<file path="src/rtl/spmv_mem_arbiter.sv">
// spmv_mem_arbiter: arbitrates result stores, x-vector loads and matrix-stream
// loads onto a single memory request port through a 4-entry request queue.
module spmv_mem_arbiter #(
  parameter int unsigned STARVE_LIMIT = 8,
  parameter int unsigned IDLE_CYCLES  = 32
) (
  input  logic        clk,
  input  logic        rst_n,
  input  logic        cfg_ld,
  input  logic [47:0] cfg_st_base,
  input  logic [47:0] cfg_st_end,
  input  logic        st_valid,
  input  logic [63:0] st_data,
  output logic        st_ready,
  input  logic        xl_valid,
  input  logic [47:0] xl_addr,
  output logic        xl_ready,
  input  logic        ml_valid,
  input  logic [47:0] ml_addr,
  input  logic [1:0]  ml_tag,
  output logic        ml_ready,
  output logic        req_mem_ld,
  output logic        req_mem_st,
  output logic [47:0] req_mem_addr,
  output logic [63:0] req_mem_d_or_tag,
  input  logic        req_mem_stall,
  output logic [15:0] st_drop_cnt,
  output logic        idle
);

  localparam int unsigned AW  = 48;
  localparam int unsigned DW  = 64;
  localparam int unsigned QD  = 4;
  localparam int unsigned QAW = 2;
  localparam int unsigned CW  = 3;
  localparam int unsigned SW  = (STARVE_LIMIT > 0) ? $clog2(STARVE_LIMIT + 1) : 1;
  localparam int unsigned IW  = (IDLE_CYCLES  > 0) ? $clog2(IDLE_CYCLES + 1)  : 1;
  localparam logic [SW-1:0] STARVE_MAX = SW'(STARVE_LIMIT);
  localparam logic [IW-1:0] IDLE_MAX   = IW'(IDLE_CYCLES);
  localparam logic [15:0]   DROP_MAX   = 16'hFFFF;

  // request queue storage and control
  logic            r_q_st   [QD];
  logic [AW-1:0]   r_q_addr [QD];
  logic [DW-1:0]   r_q_data [QD];
  logic [QAW-1:0]  r_head;
  logic [QAW-1:0]  r_tail;
  logic [CW-1:0]   r_count;
  logic            r_stall;

  // store window, starvation and idle tracking
  logic [AW-1:0]   r_wr_ptr;
  logic [AW-1:0]   r_st_end;
  logic [15:0]     r_drop;
  logic [SW-1:0]   r_starve;
  logic [IW-1:0]   r_idle_cnt;

  // registered memory request port
  logic            r_mem_ld;
  logic            r_mem_st;
  logic [AW-1:0]   r_mem_addr;
  logic [DW-1:0]   r_mem_data;

  logic            w_room;
  logic            w_st_req;
  logic            w_starved;
  logic            w_gnt_st;
  logic            w_gnt_xl;
  logic            w_gnt_ml;
  logic            w_st_hit_end;
  logic            w_push;
  logic            w_pop;
  logic            w_any_valid;
  logic            w_quiet;
  logic [AW-1:0]   w_push_addr;
  logic [DW-1:0]   w_push_data;

  // Grant only while out of reset and with headroom for one more in-flight push
  // (the stall is registered, so a full 4th slot must stay free).
  assign w_room       = rst_n && (r_count < CW'(QD - 1));
  assign w_st_req     = st_valid && !cfg_ld;
  assign w_starved    = (r_starve == STARVE_MAX);
  assign w_st_hit_end = (r_wr_ptr == r_st_end);
  assign w_pop        = (r_count != '0) && !r_stall;
  assign w_any_valid  = st_valid || xl_valid || ml_valid;
  assign w_quiet      = (r_count == '0) && !r_mem_ld && !r_mem_st && !w_any_valid;

  // Priority select: st > xl > ml, with ml promoted to the top once starved.
  always_comb begin
    w_gnt_st = 1'b0;
    w_gnt_xl = 1'b0;
    w_gnt_ml = 1'b0;
    if (w_room) begin
      if (w_starved && ml_valid) begin
        w_gnt_ml = 1'b1;
      end else if (w_st_req) begin
        w_gnt_st = 1'b1;
      end else if (xl_valid) begin
        w_gnt_xl = 1'b1;
      end else if (ml_valid) begin
        w_gnt_ml = 1'b1;
      end
    end
  end

  assign st_ready = w_gnt_st;
  assign xl_ready = w_gnt_xl;
  assign ml_ready = w_gnt_ml;

  // A store at the window end still handshakes but is discarded.
  assign w_push = w_gnt_xl || w_gnt_ml || (w_gnt_st && !w_st_hit_end);

  // Encode the granted request into a queue entry.
  always_comb begin
    w_push_addr = ml_addr;
    w_push_data = {61'b0, ml_tag, 1'b0};
    if (w_gnt_st) begin
      w_push_addr = r_wr_ptr;
      w_push_data = st_data;
    end else if (w_gnt_xl) begin
      w_push_addr = xl_addr;
      w_push_data = 64'h1;
    end
  end

  // Queue payload write; contents are don't-care while empty.
  always_ff @(posedge clk) begin
    if (w_push) begin
      r_q_st[r_tail]   <= w_gnt_st;
      r_q_addr[r_tail] <= w_push_addr;
      r_q_data[r_tail] <= w_push_data;
    end
  end

  // Queue pointers, occupancy and registered stall.
  always_ff @(posedge clk or negedge rst_n) begin
    if (!rst_n) begin
      r_head  <= '0;
      r_tail  <= '0;
      r_count <= '0;
      r_stall <= 1'b0;
    end else begin
      r_stall <= req_mem_stall;
      if (w_push) r_tail <= r_tail + QAW'(1);
      if (w_pop)  r_head <= r_head + QAW'(1);
      case ({w_push, w_pop})
        2'b10:   r_count <= r_count + CW'(1);
        2'b01:   r_count <= r_count - CW'(1);
        default: r_count <= r_count;
      endcase
    end
  end

  // Store window: load on cfg_ld, advance per accepted store, count drops.
  always_ff @(posedge clk or negedge rst_n) begin
    if (!rst_n) begin
      r_wr_ptr <= '0;
      r_st_end <= '0;
      r_drop   <= '0;
    end else if (cfg_ld) begin
      r_wr_ptr <= cfg_st_base;
      r_st_end <= cfg_st_end;
      r_drop   <= '0;
    end else if (w_gnt_st) begin
      if (w_st_hit_end) begin
        if (r_drop != DROP_MAX) r_drop <= r_drop + 16'd1;
      end else begin
        r_wr_ptr <= r_wr_ptr + AW'(8);
      end
    end
  end

  // Starvation counter for the matrix-stream requester.
  always_ff @(posedge clk or negedge rst_n) begin
    if (!rst_n) begin
      r_starve <= '0;
    end else if (ml_valid && !w_gnt_ml) begin
      if (r_starve != STARVE_MAX) r_starve <= r_starve + SW'(1);
    end else begin
      r_starve <= '0;
    end
  end

  // Consecutive quiet-cycle counter behind the idle flag.
  always_ff @(posedge clk or negedge rst_n) begin
    if (!rst_n) begin
      r_idle_cnt <= '0;
    end else if (w_quiet) begin
      if (r_idle_cnt != IDLE_MAX) r_idle_cnt <= r_idle_cnt + IW'(1);
    end else begin
      r_idle_cnt <= '0;
    end
  end

  // Drive the memory port from the popped entry; strobes last one cycle.
  always_ff @(posedge clk or negedge rst_n) begin
    if (!rst_n) begin
      r_mem_ld   <= 1'b0;
      r_mem_st   <= 1'b0;
      r_mem_addr <= '0;
      r_mem_data <= '0;
    end else if (w_pop) begin
      r_mem_ld   <= !r_q_st[r_head];
      r_mem_st   <= r_q_st[r_head];
      r_mem_addr <= r_q_addr[r_head];
      r_mem_data <= r_q_data[r_head];
    end else begin
      r_mem_ld   <= 1'b0;
      r_mem_st   <= 1'b0;
    end
  end

  assign req_mem_ld       = r_mem_ld;
  assign req_mem_st       = r_mem_st;
  assign req_mem_addr     = r_mem_addr;
  assign req_mem_d_or_tag = r_mem_data;
  assign st_drop_cnt      = r_drop;
  assign idle             = (r_idle_cnt == IDLE_MAX) && !w_any_valid;

endmodule

</file>
<file path="config.mk">
export PLATFORM = sky130hd
export DESIGN_NAME = spmv_mem_arbiter
export DESIGN_NICKNAME = d
export VERILOG_FILES = /design/src/rtl/spmv_mem_arbiter.sv
export SDC_FILE = /design/constraint.sdc
export NUM_CORES = 1
export LEC_CHECK = 0
export ABC_AREA = 1
export BUFFER_PORTS_ARGS = -buffer_cell sky130_fd_sc_hd__buf_2
export CAP_MARGIN = 20
export CORE_ASPECT_RATIO = 2
export CORE_MARGIN = 4
export CORE_UTILIZATION = 35
export CTS_CLUSTER_DIAMETER = 50
export DETAILED_ROUTE_END_ITERATION = 8
export GPL_TIMING_DRIVEN = 0
export PLACE_DENSITY = 0.64
export SLEW_MARGIN = 15
export SYNTH_ARGS = -nofsm -noshare
export SYNTH_HDL_FRONTEND = slang
export SYNTH_SLANG_ARGS = --single-unit
</file>
<file path="constraint.sdc">
create_clock -name clk -period 7.9 [get_ports clk]
set_clock_uncertainty 0.15 [all_clocks]
set_input_delay 0.79 -clock clk [delete_from_list [all_inputs] [get_ports clk]]
set_output_delay 0.79 -clock clk [all_outputs]
set_load 0.01 [all_outputs]
</file>
==> results.py <==
metrics = {
    "status": {
        "status": "completed",
    },
    "die": {
        "fp.dieW_um": 217,
        "rows": 153,
        "io-pin-count": 399,
        "start_util": 0.353,
        "core_area_um2": 86900,
        "die_h_um": 427,
        "die-area_um2": 92700,
    },
    "sta": {
        "max_slew_margin": 0.292,
        "min_period_ns": 4.71,
        "grt_setup_unrepaired": "false",
        "final_max_slew_viol_count": 0,
        "setup_violations": 0,
        "hold_viol_final": 0,
        "worst_pin_slew_ns": 1.06,
        "fin_hold_ws_ns": 0.133,
        "timing.setup.tns_ns": 0,
        "max_freq_ghz": 0.212,
        "finalCritPeriodShare": 0.596,
    },
    "place": {
        "io_buffers": 398,
        "gp_congestion": 1.01,
        "placed_area_um2": 34700,
        "dp_hpwl_mm": 86.5,
    },
    "synthesis": {
        "netlist_instances": 3150,
        "postSynthAreaPerCell_um2": 9.73,
        "syn_nets": 3427,
        "synth-seq-area-share": 0.642,
        "yosysUniqueCellTypes": 39,
        "ys.warnings.count": 0,
        "post_synth_instance_area_um2": 30700,
        "synth-seq-cells": 696,
    },
    "power_and_ir_drop": {
        "p_leak_nw": 15.2,
        "ir_worst_vdd_mv": 0.153,
        "p_sw_mw": 4.38,
        "internal-power_mw": 7.74,
        "p_per_area_nw_per_um2": 327,
        "p_seq_frac": 0.404,
        "p_comb_frac": 0.311,
        "switching_share": 0.361,
        "clockPowerShare": 0.285,
    },
    "clock_network": {
        "clock_latency_ns": 0.63,
        "cts_tree": "yes",
        "clk_pin_slew_ns": 0.06,
        "numCtsBuffers": 67,
        "post-cts-setup-buffers": 0,
        "htree_num_levels": 3,
        "clk_path_buf_depth": 3,
        "clkSinkCount": 696,
        "clockRootBuffer": "clkbuf_16",
    },
    "layout": {
        "final_cell_mix": "739 x nor2_1, 506 x nand2_1, 452 x edfxtp_1",
        "final_core_util": 0.427,
        "layout_commonest_cell": "nor2_1",
        "nets": 3922,
        "design_area_um2": 37100,
        "syn2layout_area_growth_pct": 21.0,
        "drive_gt1_frac": 0.166,
    },
    "worst_setup_path": {
        "cp-end-kind": "primary output",
        "critPathKind": "input port to primary output",
        "critPathTopFamily": "buffers and inverters",
        "crit_top_cell": "buf_2",
        "crit_fanout": 14,
        "arrival_ns": 3.77,
        "critPathMaxStageDelay_ns": 0.56,
        "required_ns": 6.96,
        "cp_slowest_cell": "dlygate4sd3_1",
        "path_buf_inv": 7,
        "crit_path_cell_trace": "dlygate4sd3_1 > buf_8 > nand3_1 > inv_1 > nand2_1 > nor2_1 > buf_2 > buf_2 > buf_2 > buf_2",
        "cp-start-kind": "input port",
    },
    "routing": {
        "wire_per_inst_um": 23.4,
        "drt-pass1-iter-count": 7,
        "drc": 0,
        "avgViaCountPerCell": 5.10,
        "drtAntennaViolNets": 0,
        "drt_iter0_drc": 1920,
        "dr_total_vias": 24834,
        "wl_mm": 114,
    },
    "grt": {
        "grt_overflow": 0,
        "grt_pass1_wl_mm": 162,
        "track_usage": 0.240,
        "grt_pass1_vias": 25071,
        "antenna_found_initial": 13,
        "grt_max_degree": 82,
    },
    "min_path": {
        "holdCritPathClass": "input port to flop",
    },
    "flow_run": {
        "maxCapViolations": 0,
    },
}
-- routing by layer --
layer | global-route usage | share of wire | up-vias | wire length, um
met5 | 0 | 0.00037 | - | 42
met4 | 0.137 | 0.065 | 6 | 7430
met3 | 0.0453 | 0.064 | 265 | 7270
met2 | 0.441 | 0.52 | 1011 | 58800
met1 | 0.256 | 0.36 | 11939 | 40500
li1 | - | - | 11613 | -
-- worst register-to-register path, cell delays in order, from the launching register on --
cell      delay, ns
dfrtp_1        0.38
inv_1          0.09
nand3_1        0.20
inv_1          0.06
nor2_1         0.41
clkbuf_1       0.74
clkbuf_1       0.78
ha_1           0.29
inv_1          0.07
fa_1           0.37
a21oi_1        0.14
o21ai_0        0.12
xor2_1         0.16
-- what timing repair did --
action,CTS,global route
hold buffers,1,0
resized for setup,0,0
hold endpoints to repair,10,0
-- kinds of logic (layout without fill, tap and decap cells) --
| group | after synthesis | after routing | share of synthesized area |
|---|---|---|---|
| other | 0 | 9 | 0 |
| adder cells (fa/ha/maj) | 12 | 12 | 0.00514 |
| AO/OA/AOI/OAI | 498 | 498 | 0.0895 |
| AND/OR/NAND/NOR | 1496 | 1496 | 0.198 |
| flip-flops | 696 | 696 | 0.642 |
| buffers and inverters | 394 | 941 | 0.0502 |
| XOR/XNOR | 54 | 54 | 0.0154 |
-- cells in the mapped netlist --
library cell,number,area (um2)
nor2_1,743,2790
nand2_1,506,1900
edfxtp_1,452,13600
o21ai_0,274,1370
dfrtp_1,244,6110
inv_1,184,691
nand3_1,161,806
clkbuf_1,130,488
a31oi_1,114,713
a21oi_1,66,330
nand4_1,49,307
a22oi_1,39,293
xor2_1,32,280
buf_2,28,140
inv_2,28,105
xnor2_1,22,193
buf_1,16,60.1
nor3_1,13,65.1
ha_1,11,138
clkinv_1,4,15.0
nor4_1,4,25.0
buf_6,3,33.8
nand2_2,3,18.8
or2_2,3,18.8
nand4_2,2,25.0
nor2_4,2,22.5
nor3_2,2,20.0
nor3b_1,2,15.0
o22ai_1,2,12.5
o31ai_1,2,15.0
a32oi_1,1,8.76
and3_1,1,6.26
and3b_1,1,8.76
buf_4,1,7.51
fa_1,1,20.0
nand3_2,1,10.0
nand3b_1,1,7.51
nor2_2,1,6.26
nor3_4,1,16.3
-- stage by stage --
stage	total power, mW	instances	setup slack [ns]
finish	12.1	4868	3.19
global route	12.8	4860	3.09
CTS	12.3	4858	3.15
detailed placement	8.80	4736	3.56
global placement	8.71	4710	-9.68
floorplan	7.04	3150	0.795
-- final timing paths --
kind	startpoint	to	slack (ns)	cells after the start
setup / recovery	rst_n	st_ready	3.19	10
hold / removal	req_mem_stall	r_stall	0.13	1
setup reg to reg	r_count[0]	r_count[2]	3.81	12
hold reg to reg	r_count[0]	r_count[0]	0.34	1
max in group asynchronous	rst_n	r_st_end[36]	6.03	4
min in group asynchronous	rst_n	r_wr_ptr[14]	0.41	2
-- sequential cells by signal (all words and copies together) (netlist names) --
| name | cells |
|---|---|
| r_count | 3 |
| r_head | 2 |
| r_idle_cnt | 6 |
| r_q_addr | 192 |
| r_q_data | 256 |
| r_q_st | 4 |
| r_st_end | 48 |
| r_stall | 1 |
| r_starve | 4 |
| r_tail | 2 |
| r_wr_ptr | 48 |
| req_mem_addr | 48 |
| req_mem_d_or_tag | 64 |
| req_mem_ld | 1 |
| req_mem_st | 1 |
| st_drop_cnt | 16 |
-- power groups by stage --
| stage | registers, mW | clock network (mW) | logic, mW |
|---|---|---|---|
| floorplan | 5.09 | 0 | 1.95 |
| CTS | 4.89 | 3.53 | 3.84 |
| global route | 4.96 | 3.64 | 4.15 |
| detailed placement | 4.97 | 0 | 3.83 |
| finish | 4.89 | 3.46 | 3.78 |
| global placement | 5.05 | 0 | 3.66 |
-- final cells by class --
type / instances / area, um2
Antenna cell: 9 / 22.5
Timing Repair Buffer: 426 / 2600
Multi-Input combinational cell: 2060 / 9490
Clock buffer: 89 / 1900
Tap cell: 1162 / 1450
Clock inverter: 32 / 433
Fill cell: 8698 / 49800
Buffer: 178 / 729
Sequential cell: 696 / 19700
Inverter: 216 / 811
Power figures use the tool's default switching activity.
